File: config.mk
export PLATFORM = sky130hd
export DESIGN_NAME = pipe_hazard_ctrl
export DESIGN_NICKNAME = d
export VERILOG_FILES = /design/src/rtl/pipe_hazard_ctrl.sv
export SDC_FILE = /design/constraint.sdc
export NUM_CORES = 1
export LEC_CHECK = 0
export ABC_AREA = 1
export BUFFER_PORTS_ARGS = -buffer_cell sky130_fd_sc_hd__buf_4
export CORE_MARGIN = 2
export CORE_UTILIZATION = 52
export DETAILED_ROUTE_END_ITERATION = 16
export PLACE_DENSITY = 0.8
export SYNTH_ARGS = -nofsm -noshare
export SYNTH_HDL_FRONTEND = slang
export SYNTH_SLANG_ARGS = --single-unit
File: constraint.sdc
create_clock -name clk -period 2.1 [get_ports clk]
set_input_delay 0 -clock clk [delete_from_list [all_inputs] [get_ports clk]]
set_output_delay 0 -clock clk [all_outputs]
set_load 0.01 [all_outputs]
File: src/rtl/pipe_hazard_ctrl.sv
// Central pipeline controller: memory wait-state sequencing, RAW hazard stalls,
// branch squashes and a saturating stall-cycle counter.
`timescale 1ns/1ps
module pipe_hazard_ctrl #(
    parameter int MEM_WAIT = 6,
    parameter int FWD_EN   = 0
) (
    input  logic        clk,
    input  logic        rst,
    input  logic [3:0]  id_src1,
    input  logic [3:0]  id_src2,
    input  logic        id_use_src1,
    input  logic        id_two_src,
    input  logic [3:0]  exe_dest,
    input  logic        exe_wb_en,
    input  logic        exe_mem_r_en,
    input  logic [3:0]  mem_dest,
    input  logic        mem_wb_en,
    input  logic        mem_req,
    input  logic        exe_b,
    output logic        freeze_pc,
    output logic        freeze_if_reg,
    output logic        flush_if_reg,
    output logic        freeze_id_reg,
    output logic        flush_id_reg,
    output logic        freeze_exe_reg,
    output logic        freeze_mem_reg,
    output logic        mem_stall,
    output logic        hazard,
    output logic [15:0] stall_cycles
);

    typedef enum logic [1:0] {
        IDLE = 2'd0,
        BUSY = 2'd1,
        DONE = 2'd2
    } mem_state_e;

    // IDLE and DONE each take one cycle, so BUSY covers the remaining MEM_WAIT-2.
    localparam logic [3:0] WCNT_LOAD = 4'(MEM_WAIT - 3);

    mem_state_e  state_q, state_d;
    logic [3:0]  wcnt_q, wcnt_d;
    logic [15:0] stall_q, stall_d;

    logic haz_fwd;
    logic haz_nofwd;
    logic src1_raw;
    logic src2_raw;

    always_ff @(posedge clk or posedge rst) begin
        if (rst) begin
            state_q <= IDLE;
            wcnt_q  <= 4'd0;
            stall_q <= 16'd0;
        end else begin
            state_q <= state_d;
            wcnt_q  <= wcnt_d;
            stall_q <= stall_d;
        end
    end

    always_comb begin
        state_d = state_q;
        wcnt_d  = wcnt_q;
        case (state_q)
            IDLE: begin
                if (mem_req) begin
                    state_d = BUSY;
                    wcnt_d  = WCNT_LOAD;
                end
            end
            BUSY: begin
                if (wcnt_q == 4'd0) begin
                    state_d = DONE;
                end else begin
                    wcnt_d = wcnt_q - 4'd1;
                end
            end
            // The finishing instruction still drives mem_req here, so it is ignored.
            DONE: begin
                state_d = IDLE;
            end
            default: begin
                state_d = IDLE;
                wcnt_d  = 4'd0;
            end
        endcase
    end

    always_comb begin
        src1_raw  = (exe_wb_en && (exe_dest == id_src1)) ||
                    (mem_wb_en && (mem_dest == id_src1));
        src2_raw  = (exe_wb_en && (exe_dest == id_src2)) ||
                    (mem_wb_en && (mem_dest == id_src2));
        haz_nofwd = (id_use_src1 && src1_raw) || (id_two_src && src2_raw);
        // With forwarding only a load in EXE cannot supply its result in time.
        haz_fwd   = exe_wb_en && exe_mem_r_en &&
                    ((id_use_src1 && (exe_dest == id_src1)) ||
                     (id_two_src  && (exe_dest == id_src2)));
        hazard    = (FWD_EN != 0) ? haz_fwd : haz_nofwd;
    end

    always_comb begin
        mem_stall      = ((state_q == IDLE) && mem_req) || (state_q == BUSY);
        freeze_pc      = 1'b0;
        freeze_if_reg  = 1'b0;
        flush_if_reg   = 1'b0;
        freeze_id_reg  = 1'b0;
        flush_id_reg   = 1'b0;
        freeze_exe_reg = 1'b0;
        freeze_mem_reg = 1'b0;
        if (mem_stall) begin
            freeze_pc      = 1'b1;
            freeze_if_reg  = 1'b1;
            freeze_id_reg  = 1'b1;
            freeze_exe_reg = 1'b1;
            freeze_mem_reg = 1'b1;
        end else if (exe_b) begin
            flush_if_reg = 1'b1;
            flush_id_reg = 1'b1;
        end else if (hazard) begin
            freeze_pc     = 1'b1;
            freeze_if_reg = 1'b1;
            flush_id_reg  = 1'b1;
        end
    end

    always_comb begin
        stall_d = stall_q;
        if (freeze_pc && (stall_q != 16'hFFFF)) begin
            stall_d = stall_q + 16'd1;
        end
    end

    assign stall_cycles = stall_q;

endmodule

==> results of run 1 <==
-- synthesized netlist by cell type (all sizes together) --
library cell  count  share of area
nor3              6          0.024
or2               1         0.0037
o21ai            12          0.038
nand4            18          0.067
a41oi             1         0.0052
xnor2             7          0.036
dfrtp            22           0.33
nor2             23          0.055
nor3b             1         0.0044
o211ai            1         0.0044
buf               8          0.033
nand3b            2         0.0089
inv              38          0.084
nand3            15          0.058
a21oi             2         0.0059
xor2              9          0.047
nand2            82           0.19
ha                2          0.015
-- how the worst min path moves through the flow --
stage	startpoint	end	slack, ns	cells past startpoint
5_1_grt	mem_req	wcnt_q[3]	0.06	4
2_1_floorplan	rst	stall_cycles[0]	-0.01	1
6_report	mem_req	wcnt_q[3]	0.05	4
4_1_cts	mem_req	wcnt_q[3]	0.04	4
3_3_place_gp	rst	wcnt_q[0]	0.22	2
3_5_place_dp	rst	wcnt_q[0]	0.22	2
-- routing by layer --
layer / global-route usage / vias to the layer above / wire [um]
li1: - / 884 / -
met1: 0.290 / 750 / 1750
met2: 0.407 / 44 / 1850
met3: 0.0336 / 4 / 177
met4: 0.0776 / 0 / 47
met5: 0 / - / 0
-- flip-flops by register name, indices dropped and copies added (netlist names) --
register and flops:
state_q 2, stall_cycles 16, wcnt_q 4
-- power by group through the flow --
stage | Sequential (mW) | Combinational, mW | Clock (mW)
finish | 0.631 | 0.996 | 0.233
global route | 0.651 | 1.13 | 0.262
CTS | 0.631 | 1.01 | 0.240
detailed placement | 0.639 | 1.01 | 0
global placement | 0.634 | 0.974 | 0
floorplan | 0.644 | 0.714 | 0
-- cells in the final DEF (no fill, tap or decap) --
cell / netlist / routed
nand2_4: 1 / 1
nand3_2: 2 / 2
xor2_1: 9 / 9
o21ai_2: 1 / 1
nand3_4: 1 / 1
ha_1: 2 / 2
a21oi_1: 2 / 2
xnor2_1: 7 / 7
nor2_4: 1 / 1
nand3_1: 12 / 12
nand4_1: 18 / 18
nor3b_1: 1 / 1
nand2_1: 81 / 81
o211ai_1: 1 / 1
buf_4: 4 / 48
o21ai_0: 9 / 9
or2_2: 1 / 1
inv_2: 6 / 6
nand3b_1: 2 / 2
nor3_1: 4 / 4
clkbuf_8: 0 / 1
inv_1: 32 / 32
nor3_2: 2 / 2
dlygate4sd3_1: 0 / 1
dfrtp_1: 22 / 22
o21ai_1: 2 / 2
clkbuf_4: 0 / 3
a41oi_1: 1 / 1
nor2_1: 22 / 22
-- kinds of logic (layout without fill, tap and decap cells) --
kind of cell             Yosys count  count (layout)  share of synthesized area
AND/OR/NAND/NOR                  148             148                      0.407
AO/OA/AOI/OAI                     16              16                     0.0532
flip-flops                        22              22                      0.325
buffers and inverters             46              91                      0.118
adder cells (fa/ha/maj)            2               2                     0.0148
XOR/XNOR                          16              16                     0.0828
-- final cells by class --
class,instances,area [um^2]
clock buffers,4,36.3
multi-input cells,182,943
fillers,281,980
flip-flops and latches,22,551
repair buffers,49,370
well taps,44,55.1
inverters,38,143
-- tightest hold or removal path: stages --
cell,delay (ns)
buf_4,0.09
a21oi_1,0.08
nor2_1,0.10
nor3b_1,0.06
==> flow_summary_export.csv, run 1 <==
group,metric,value,unit
timing,setup_viol,0,
timing,finalHoldViolCount,0,
detailed_routing,ant_nets,0,
pwr,p_sw_frac,0.435,
synthesis,ys_ff_latch,22,
timing,finalWorstSetupSlack,0.282,ns
layout,syn_to_final_growth,23.9,%
pwr,pwr-share-comb,0.536,
flow_run,maxCapViolCount,0,
placed_design,io_buffers,48,
placed_design,dp_cells,334,
timing,rsz0062_at_grt,"no",
global_route,grt_use_total,0.232,
layout,finalInstanceArea,2100,um^2
pwr,p_int,1.05,mW
detailed_routing,vias,1682,
detailed_routing,route.detailed.drc,0,
critical_path,endpoint,"stall_cycles[1]",
synthesis,syn_area_per_cell,6.77,um^2
pwr,p_switching,808,uW
critical_path,end_kind,"flip-flop",
clocking,cts_resized,0,
critical_path,cpMaxStageDelayCell,"dfrtp_1",
critical_path,regToRegStartpoint,"stall_cycles[0]",
timing,setup-tns-final,0,ns
placed_design,placed_area,2050,um^2
critical_path,path_common_cell,"nand2_1",
critical_path,critPathLaunchType,"flip-flop",
timing,hold_ws,0.0456,ns
pwr,ir_drop,0.000372,V
critical_path,required,2.35,ns
detailed_routing,dr.first_iter.drc_count,112,
pwr,p_seq_frac,0.339,
clocking,post_cts.repair.setup_buffers,0,
critical_path,critPathKind,"flip-flop to flip-flop",
detailed_routing,drtPass1Iterations,4,
layout,antenna_cells,0,
critical_path,arrival,2.06,ns
timing,min_period_over_period,0.866,
critical_path,critPathBufInv,0,
clocking,root_buffer,"clkbuf_4",
synthesis,syn_nets,277,
floorplan,core,3080,um^2
detailed_routing,wl_per_cell,11.3,um
critical_path,crit_chain,"ha_1, nand3_1, nor3_2, nand3_2, nor2_4, nand2_4, nand3_4, nand2_1, nand2_1",
pwr,finalPower,1.86,mW
critical_path,reg2reg_to,"stall_cycles[1]",
floorplan,rows,20,
timing,slew_violations,0,
clocking,clock_latency,0.30,ns
critical_path,crit_path_max_incr_delay,0.44,ns
timing,finalCriticalPeriod,1.82,ns
global_route,first_global_vias,1560,
critical_path,path_max_fanout,17,
layout,fin_util,0.682,
global_route,grt_max_degree,23,
floorplan,die_w,61.1,um
pwr,powerDensity,886,nW/um^2
critical_path,crit_family,"simple AND/OR/NAND/NOR gates",
timing,max_clock_freq,550,MHz
timing,skew,0.00659,ns
critical_path,cp.depth,9,
clocking,cts_inserted_buffers,3,
critical_path,rrSetupSlack,0.28,ns
detailed_routing,routed_wl,3.82,mm
timing,maxSlewHeadroom,0.445,
global_route,antenna_found_initial,0,
placed_design,dp_hpwl,2.90,mm
clocking,cts_tree,"yes",
critical_path,worst-r2r-cell-count,9,
floorplan,start_util,0.550,
critical_path,cp-startpoint,"stall_cycles[0]",
floorplan,io_pins,50,
placed_design,pre_cts_slack,0.302,ns
layout,drive_above_1_share,0.227,
clocking,clkSlewWorstSetupHoldPaths,0.12,ns
clocking,htreeDepth,1,
synthesis,synth_warnings,0,
timing,worst_slew_pin_slew,0.831,ns
layout,fin_nets,323,
placed_design,gp_congestion,0.856,
clocking,clk_path_buf_depth,2,
synthesis,synthCells,250,
detailed_routing,viasPerCell,4.96,
layout,fin_cells,339,
outcome,status,"finished clean",
global_route,overflow,0,
clocking,ctsHoldBuffers,1,
floorplan,dieArea,3730,um^2
synthesis,netlist_area,1690,um^2
hold_path,hp-class,"input port to flip-flop",
synthesis,ys_types,28,
clocking,numClockSinks,22,
pwr,leakagePower,1.17,nW
floorplan,die_h,61.1,um
synthesis,ys_seq_area_frac,0.325,
pwr,pwr-share-clk,0.125,
global_route,grt_first_pass_wirelength,6.53,mm
Note: power is estimated with default switching activity, not from simulation.
==> run 2, diff against run 1 <==
Settings changed: RECOVER_POWER set to 100.
==> flow_summary_export.csv, run 2 (synthesized netlist as in run 1, its figures left out) <==
group,metric,value,unit
floorplan,start_util,0.550,
floorplan,io_pins,50,
critical_path,path_max_fanout,17,
global_route,overflow,0,
detailed_routing,dr_wl_met2,1.85,mm
placed_design,dp_hpwl,2.90,mm
detailed_routing,route.detailed.drc,0,
detailed_routing,vias,1690,
detailed_routing,wl_met3,201,um
critical_path,worst-r2r-cell-count,9,
critical_path,end_kind,"flip-flop",
layout,fill_cells,305,
layout,register_area,551,um^2
global_route,grt_max_degree,23,
timing,setup-tns-final,0,ns
critical_path,reg2reg_to,"stall_cycles[1]",
placed_design,gp_congestion,0.856,
timing,finalHoldViolCount,0,
clocking,cts_tree,"yes",
clocking,clock_latency,0.31,ns
detailed_routing,ant_nets,0,
critical_path,critPathLaunchType,"flip-flop",
layout,fin_cells,339,
timing,setup_viol,0,
detailed_routing,dr.max_layer_used,"met4",
timing,rsz0062_at_grt,"no",
critical_path,required,2.35,ns
floorplan,rows,20,
critical_path,critPathKind,"flip-flop to flip-flop",
clocking,clk_path_buf_depth,2,
timing,slew_violations,0,
layout,multi_input_area,943,um^2
outcome,status,"finished clean",
hold_path,worstHoldStart,"mem_req",
placed_design,dp_cells,334,
placed_design,placed_area,2050,um^2
layout,drive_above_1_share,0.146,
clocking,root_buffer,"clkbuf_4",
detailed_routing,wl_met1,1.74,mm
floorplan,die_w,61.1,um
layout,antenna_cells,0,
timing,maxSlewHeadroom,0.439,
floorplan,core,3080,um^2
detailed_routing,routed_wl,3.85,mm
clocking,clkSlewWorstSetupHoldPaths,0.12,ns
layout,fin_util,0.654,
timing,skew,0.0102,ns
layout,most-common-layout-cells,"nand2_1, inv_1, buf_4",
detailed_routing,viasPerCell,4.99,
layout,fin_nets,323,
detailed_routing,drtPass1Iterations,4,
clocking,numClockSinks,22,
global_route,grt_use_total,0.232,
critical_path,rrSetupSlack,0.28,ns
floorplan,die_h,61.1,um
clocking,post_cts.repair.setup_buffers,0,
clocking,htreeDepth,1,
critical_path,arrival,2.07,ns
global_route,antenna_found_initial,0,
timing,worst_slew_pin_slew,0.841,ns
layout,largest_register_ffs,16,
timing,finalCriticalPeriod,1.82,ns
critical_path,cp-startpoint,"stall_cycles[0]",
detailed_routing,dr.first_iter.drc_count,87,
hold_path,hp-class,"input port to flip-flop",
pwr,leakagePower,1.07,nW
pwr,powerDensity,884,nW/um^2
layout,final_common_cell,"nand2_1",
global_route,grt_first_pass_wirelength,6.53,mm
layout,syn_to_final_growth,18.8,%
timing,max_clock_freq,549,MHz
flow_run,maxCapViolCount,0,
critical_path,regToRegStartpoint,"stall_cycles[0]",
detailed_routing,wl_per_cell,11.3,um
critical_path,endpoint,"stall_cycles[1]",
global_route,first_global_vias,1560,
floorplan,dieArea,3730,um^2
pwr,ir_drop,0.000361,V
timing,min_period_over_period,0.868,
layout,finalInstanceArea,2010,um^2
placed_design,io_buffers,48,
clocking,cts_inserted_buffers,3,
run 2: cell type report:
cell class	instances	area share
flip-flops and latches	22	0.274
multi-input cells	182	0.469
well taps	44	0.0274
repair buffers	49	0.141
inverters	38	0.0709
clock buffers	4	0.0180
run 2: per-stage QoR:
stage	total power [mW]	hold slack, ns	setup slack (ns)
after detailed placement	1.65	0.225	0.302
final	1.78	0.0423	0.278
after global routing	1.96	0.0583	0.0668
after global placement	1.61	0.222	0.349
after floorplan	1.36	-0.0108	0.467
after CTS	1.88	0.0392	0.267
run 2: routing by layer:
layer	vias up	track usage
met3	4	0.0336
met1	753	0.290
met4	0	0.0776
met5	-	0
li1	883	-
met2	50	0.407
run 2: worst min path at each step:
stage,end,cells past startpoint
floorplan,stall_cycles[0],1
global placement,wcnt_q[0],2
detailed placement,wcnt_q[0],2
CTS,wcnt_q[3],4
global route,wcnt_q[3],4
finish,wcnt_q[3],4
run 2: power breakdown:
| group | internal, mW | total (mW) | switching [mW] |
|---|---|---|---|
| Sequential | 0.533 | 0.630 | 0.0972 |
| Clock | 0.106 | 0.237 | 0.131 |
| Combinational | 0.332 | 0.913 | 0.581 |
run 2: timing repair:
action	4_1_cts	5_1_grt
hold buffers	1	0
resized for setup	0	0
endpoints found under the hold margin	22	0
run 2: worst max-delay path, stage by stage, from the launching register on:
cell	delay (ns)
dfrtp_1	0.44
ha_1	0.20
nand3_1	0.17
nor3_2	0.18
nand3_2	0.13
nor2_4	0.12
nand2_4	0.14
nand3_4	0.24
nand2_1	0.09
nand2_1	0.06
==> run 3, diff against run 2 <==
Settings changed: PLACE_DENSITY 0.8 to unset, PLACE_DENSITY_LB_ADDON set to 0.12.
==> flow_summary_export.csv, run 3 (synthesized netlist as in run 1, its figures left out) <==
group,metric,value,unit
detailed_routing,routed_wl,3.73,mm
clocking,htreeDepth,1,
hold_path,holdPathEnd,"wcnt_q[3]",
placed_design,dp_cells,334,
layout,antenna_cells,0,
critical_path,critPathLaunchType,"flip-flop",
timing,setup_viol,0,
timing,skew,0.00369,ns
detailed_routing,dr.first_iter.drc_count,90,
placed_design,placed_area,2050,um^2
global_route,grt_use_total,0.231,
flow_run,maxCapViolCount,0,
timing,maxSlewHeadroom,0.448,
layout,syn_to_final_growth,17.7,%
hold_path,worstHoldStart,"mem_req",
timing,finalWorstSetupSlack,0.276,ns
placed_design,pre_cts_slack,0.339,ns
timing,setup-tns-final,0,ns
layout,final_common_cell,"nand2_1",
critical_path,reg2reg_to,"stall_cycles[0]",
critical_path,regToRegStartpoint,"stall_cycles[0]",
clocking,root_buffer,"clkbuf_4",
clocking,numClockSinks,22,
clocking,clk_path_buf_depth,2,
floorplan,dieArea,3730,um^2
layout,most-common-layout-cells,"nand2_1, inv_1, buf_4",
detailed_routing,wl_per_cell,11.0,um
pwr,finalPower,1.74,mW
critical_path,arrival,2.09,ns
critical_path,worst-r2r-cell-count,9,
layout,fin_cells,338,
placed_design,io_buffers,48,
layout,fin_nets,323,
global_route,first_global_vias,1551,
placed_design,gp_congestion,0.854,
timing,finalHoldViolCount,0,
layout,finalInstanceArea,1990,um^2
clocking,cts_resized,0,
global_route,antenna_found_initial,0,
critical_path,cpMaxStageDelayCell,"dfrtp_1",
clocking,ctsHoldBuffers,1,
outcome,status,"finished clean",
timing,hold_ws,0.0309,ns
critical_path,path_max_fanout,17,
floorplan,core,3080,um^2
timing,slew_violations,0,
floorplan,io_pins,50,
detailed_routing,ant_nets,0,
timing,rsz0062_at_grt,"no",
floorplan,die_h,61.1,um
pwr,ir_drop,0.000356,V
timing,min_period_over_period,0.869,
layout,largest_register_ffs,16,
floorplan,rows,20,
timing,worst_slew_pin_slew,0.827,ns
hold_path,hold_depth,4,
detailed_routing,vias,1648,
pwr,leakagePower,1.07,nW
floorplan,start_util,0.550,
critical_path,required,2.36,ns
detailed_routing,route.detailed.drc,0,
global_route,overflow,0,
placed_design,dp_hpwl,2.91,mm
clocking,cts_tree,"yes",
critical_path,critPathKind,"flip-flop to flip-flop",
clocking,clock_latency,0.32,ns
layout,multi_input_area,938,um^2
critical_path,rrSetupSlack,0.28,ns
critical_path,crit_chain,"ha_1, nand3_1, nor3_2, nand3_1, nor2_4, nand2_4, nand3_4, nand2_1, nand2_1",
critical_path,crit_path_max_incr_delay,0.43,ns
pwr,powerDensity,875,nW/um^2
clocking,cts_inserted_buffers,3,
timing,finalCriticalPeriod,1.82,ns
detailed_routing,drtPass1Iterations,4,
layout,fin_util,0.648,
layout,drive_above_1_share,0.139,
critical_path,end_kind,"flip-flop",
clocking,post_cts.repair.setup_buffers,0,
timing,max_clock_freq,548,MHz
floorplan,die_w,61.1,um
clocking,clkSlewWorstSetupHoldPaths,0.11,ns
layout,register_area,551,um^2
hold_path,hp-class,"input port to flip-flop",
detailed_routing,viasPerCell,4.88,
global_route,grt_first_pass_wirelength,6.49,mm
global_route,grt_max_degree,23,
layout,fill_cells,326,
[run 3: critical path, delay by kind of cell (launching register included)]
family                     cells  cell delay [ns]
adders and majority gates      1             0.21
DFF                            1             0.43
and+or+nand+nor                8             1.13
[run 3: layer usage]
metal / track usage / vias up / wire length [um]
met5: 0 / - / 0
met4: 0.102 / 0 / 63
met3: 0.0483 / 5 / 158
met2: 0.389 / 38 / 1780
met1: 0.284 / 723 / 1720
li1: - / 882 / -
[run 3: where the power goes]
group	internal (mW)	switching (mW)
combinational	0.333	0.581
clock	0.0673	0.128
sequential	0.533	0.101
[run 3: how the worst max path moves through the flow]
stage,from,endpoint,slack (ns),depth (start not counted)
finish,stall_cycles[0],stall_cycles[0],0.28,9
global route,stall_cycles[0],stall_cycles[6],0.08,9
CTS,stall_cycles[0],stall_cycles[0],0.31,9
detailed placement,stall_cycles[0],stall_cycles[11],0.34,9
global placement,stall_cycles[0],stall_cycles[11],0.36,9
floorplan,stall_cycles[0],stall_cycles[9],0.47,9
[run 3: layout make-up]
type,count,area share
flip-flops and latches,22,0.276
inverters,38,0.0716
repair buffers,49,0.142
clock buffers,3,0.0113
multi-input cells,182,0.471
well taps,44,0.0276
